$ cat config.mk
export PLATFORM = sky130hd
export DESIGN_NAME = mux4_share_arb
export DESIGN_NICKNAME = d
export VERILOG_FILES = /design/src/rtl/mux4_share_arb.sv
export SDC_FILE = /design/constraint.sdc
export NUM_CORES = 1
export LEC_CHECK = 0
export CAP_MARGIN = 20
export CORE_MARGIN = 2
export CORE_UTILIZATION = 40
export CTS_CLUSTER_SIZE = 28
export DETAILED_ROUTE_END_ITERATION = 10
export HOLD_SLACK_MARGIN = 0.1
export SETUP_SLACK_MARGIN = 0.15
export SYNTH_ARGS = -nofsm -noshare
export SYNTH_HDL_FRONTEND = slang
export SYNTH_SLANG_ARGS = --single-unit
$ cat constraint.sdc
create_clock -name clk -period 2.72 [get_ports clk]
set_input_delay 0.544 -clock clk [delete_from_list [all_inputs] [get_ports clk]]
set_output_delay 0.544 -clock clk [all_outputs]
set_load 0.1 [all_outputs]
$ cat src/rtl/mux4_share_arb.sv
// Two-requester arbiter driving the select of the shared 4-bit 2:1 mux bank.
// Requester A owns input a (sel=0), requester B owns input b (sel=1); round-robin ties, bounded hold.
`timescale 1ns/1ps
module mux4_share_arb #(
  parameter int MAX_HOLD = 8
) (
  input  logic clk,
  input  logic rst_n,
  input  logic req_a,
  input  logic req_b,
  output logic gnt_a,
  output logic gnt_b,
  output logic sel,
  output logic busy
);

  localparam int CW = (MAX_HOLD > 1) ? $clog2(MAX_HOLD) : 1;
  localparam logic [CW-1:0] HOLD_LAST = CW'(MAX_HOLD - 1);
  localparam logic LAST_A = 1'b0;
  localparam logic LAST_B = 1'b1;

  typedef enum logic [1:0] {IDLE, OWN_A, OWN_B} state_t;

  state_t        state_q, state_d;
  logic [CW-1:0] cnt_q, cnt_d;
  logic          last_q, last_d;
  logic          sel_q, sel_d;

  // Handshake: req_x stays high for the whole transfer; gnt_x high means the
  // mux passes that requester's input this cycle. Grants change only on clk.
  always_ff @(posedge clk or negedge rst_n) begin
    if (!rst_n) begin
      state_q <= IDLE;
      cnt_q   <= '0;
      last_q  <= LAST_B;
      sel_q   <= 1'b0;
    end else begin
      state_q <= state_d;
      cnt_q   <= cnt_d;
      last_q  <= last_d;
      sel_q   <= sel_d;
    end
  end

  always_comb begin
    state_d = state_q;
    cnt_d   = cnt_q;
    last_d  = last_q;
    sel_d   = sel_q;
    case (state_q)
      IDLE: begin
        cnt_d = '0;
        if (req_a && (!req_b || last_q == LAST_B)) state_d = OWN_A;
        else if (req_b)                            state_d = OWN_B;
      end
      OWN_A: begin
        if (!req_a || (req_b && cnt_q == HOLD_LAST)) begin
          state_d = req_b ? OWN_B : IDLE;
          cnt_d   = '0;
          last_d  = LAST_A;
        end else if (req_b) begin
          // Only counts while the other side waits, so a lone owner never times out.
          cnt_d = cnt_q + CW'(1);
        end
      end
      OWN_B: begin
        if (!req_b || (req_a && cnt_q == HOLD_LAST)) begin
          state_d = req_a ? OWN_A : IDLE;
          cnt_d   = '0;
          last_d  = LAST_B;
        end else if (req_a) begin
          cnt_d = cnt_q + CW'(1);
        end
      end
      default: begin
        state_d = IDLE;
        cnt_d   = '0;
      end
    endcase
    // sel follows the new owner; it keeps its value while idle.
    case (state_d)
      OWN_A:   sel_d = 1'b0;
      OWN_B:   sel_d = 1'b1;
      default: sel_d = sel_q;
    endcase
  end

  assign gnt_a = (state_q == OWN_A);
  assign gnt_b = (state_q == OWN_B);
  assign sel   = sel_q;
  assign busy  = gnt_a | gnt_b;

endmodule

==> run summary <==
Predominant post-synthesis flop cell -> dfrtp_1
Iter 0 DRT Violations -> 20
DRT Pass-1 Iters -> 4
Buffers on Ports -> 7
Hpwl dp -> 839 um
Hold WS -> 512 ps
Syn Nets -> 67
Cell taking the most area after synthesis -> dfrtp_1
Slew Viols, Final -> 0
Max-slew headroom -> 76.4%
Avg Inst Size Synth -> 9.92 um^2
Share of the synthesized area in the top cell type -> 27.0%
Setup_tns -> 0 ps
Antenna cells -> 0
Routed wire length -> 1040 um
Synth area leaders -> dfrtp_1 (27%), ha_1 (16%), dfstp_2 (4.7%)
Vias -> 470
Post-synthesis compound-gate area fraction -> 24.3%
Largest family of logic cells by synthesized area -> compound AO/OA/AOI/OAI gates
Post-CTS resize count -> 0
CP Capture Type -> flop
Critical path peak fanout -> 10
Period utilization -> 87.1%
Status -> finished, final reports clean
DRC -> 0
Initial antenna violation count -> 0
Synth-to-layout area growth -> 19.8%
CP Class -> in -> reg
Fillers -> 132
Post-detailed-route wirelength per cell -> 12.6 um
Post-synthesis sequential area ratio -> 31.8%
First-pass GRT wire length -> 1650 um
Ys async rst share -> 100%
Fin. Hold Viols -> 0
Synth Area in Simple Gates -> 19.4%
Crit path time final -> 2370 ps
Clk_lat worst skew -> 240 ps
# setup viols final -> 0
Mux share of post-synthesis cell area -> 4.05%
Maximum clock rate -> 0.422 GHz
Hold Path Class -> reg -> reg
Clock H-tree levels -> 1
Rows -> 13
Flops & latches, synth -> 7
GRT Total Usage -> 16.0%
Warnings from Yosys -> 0
Root Driver -> clkbuf_4
Synth unique cells -> 23
Placed cell area -> 639 um^2
GPL Wtd Cong -> 0.754
Layout cell share with drive strength beyond 1 -> 20.9%
Top-count cell post-synth -> ha_1
CTS sink cnt -> 7
TritonCTS clock tree -> built
RSZ-0062 raised after global routing -> false
Die width -> 41.3 um
Number of global-route vias before repair -> 375
Post-Syn Area -> 556 um^2
Critical Path AT -> 2500 ps
Clock Pin Slew Worst Setup and Hold Paths -> 50 ps
CTS Hold Bufs -> 0
Max-cap violations -> 0
Largest net degree at the start of global routing -> 11
Vias per Instance -> 5.73
Synth Instances -> 56
Nets -> 79
Required time of the critical path -> 2850 ps
Cell area after layout -> 666 um^2
Post-layout util -> 51.2%
Clock Tree Buf Depth -> 2
Gr ovfl total -> 0
Initial Util -> 42.7%
Die Span Y -> 41.3 um
Die area -> 1700 um^2
Clk_skew -> 1.69 ps
Slew @ Worst Pin -> 353 ps
Setup crit start kind -> input port
Top-level I/O count -> 8
Core ar. -> 1300 um^2
DRT antenna net count -> 0
Top post-synthesis cells by count -> ha_1 (7), dfrtp_1 (6), inv_1 (5)
Number of synthesized flops with an enable pin -> 0
Xor/xnor share of the synthesized area -> 0%
Post-Synth Adder-Cell Area -> 15.8%
Post-CTS Setup Bufs -> 0
CTS Buf Count -> 3
sequential cells by signal, summed over array words and instances, names as in the netlist:
signal   cells
cnt_q        3
last_q       1
sel          1
state_q      2
layer usage:
metal  GRT usage [%]  vias up  wire, um
li1                -      239         -
met1            22.1      217       505
met2            20.3       12       474
met3            3.26        2        44
met4            14.5        0        12
met5               0        -         0
logic make-up after synthesis:
family / after synthesis
buffers and inverters: 6
adders and majority gates: 7
and+or+nand+nor: 17
AOI/OAI and AO/OA: 17
DFF: 7
muxes: 2
path summary, 6_finish.rpt:
kind / start / endpoint / slack [ps] / cells after the start
worst min-delay path: sel / sel / 510 / 1
worst max register to register: cnt_q[0] / sel / 550 / 7
worst min register to register: sel / sel / 510 / 1
min in group asynchronous: rst_n / cnt_q[1] / 550 / 1
max in group asynchronous: rst_n / last_q / 1900 / 1
worst max-delay path: req_b / sel / 350 / 6
layout by cell type, fill, tap and decap left out, types with 2 or more instances in the layout:
master and n:
buf_4 5, clkbuf_4 3, ha_1 5, o32ai_1 2
and3b_1 2, and2_1 2, inv_1 5, a22oi_1 3
nand2_1 3, nand3b_1 2, dfrtp_1 6, o21ai_0 3
clkdlybuf4s50_1 3, or2b_1 3, nand3_1 2, nand2b_1 2
ha_2 2, mux2_2 2, o31ai_1 3, a222oi_1 2
per-stage QoR:
stage                     cells  worst slack, ps
final                        82              351
after global routing         82              200
after CTS                    82              364
after detailed placement     78              103
after global placement       78              103
after floorplan              56              405
area by class of cell:
type / count / area (um^2) / area share, %
Timing Repair Buffer: 8 / 67.6 / 10.2
Inverter: 5 / 18.8 / 2.82
Multi-Input combinational cell: 43 / 358 / 53.8
Sequential cell: 7 / 176 / 26.5
Clock buffer: 4 / 26.3 / 3.95
Tap cell: 15 / 18.8 / 2.82
worst max-delay path, cell delays in order:
cell and delay, ps:
clkdlybuf4s50_1 530, and2_1 270, a222oi_1 340, o32ai_1 180, ha_1 300, mux2_2 320
Power is not shown: default switching activity piles up to over one toggle a cycle in this logic, so the estimate is an artifact.
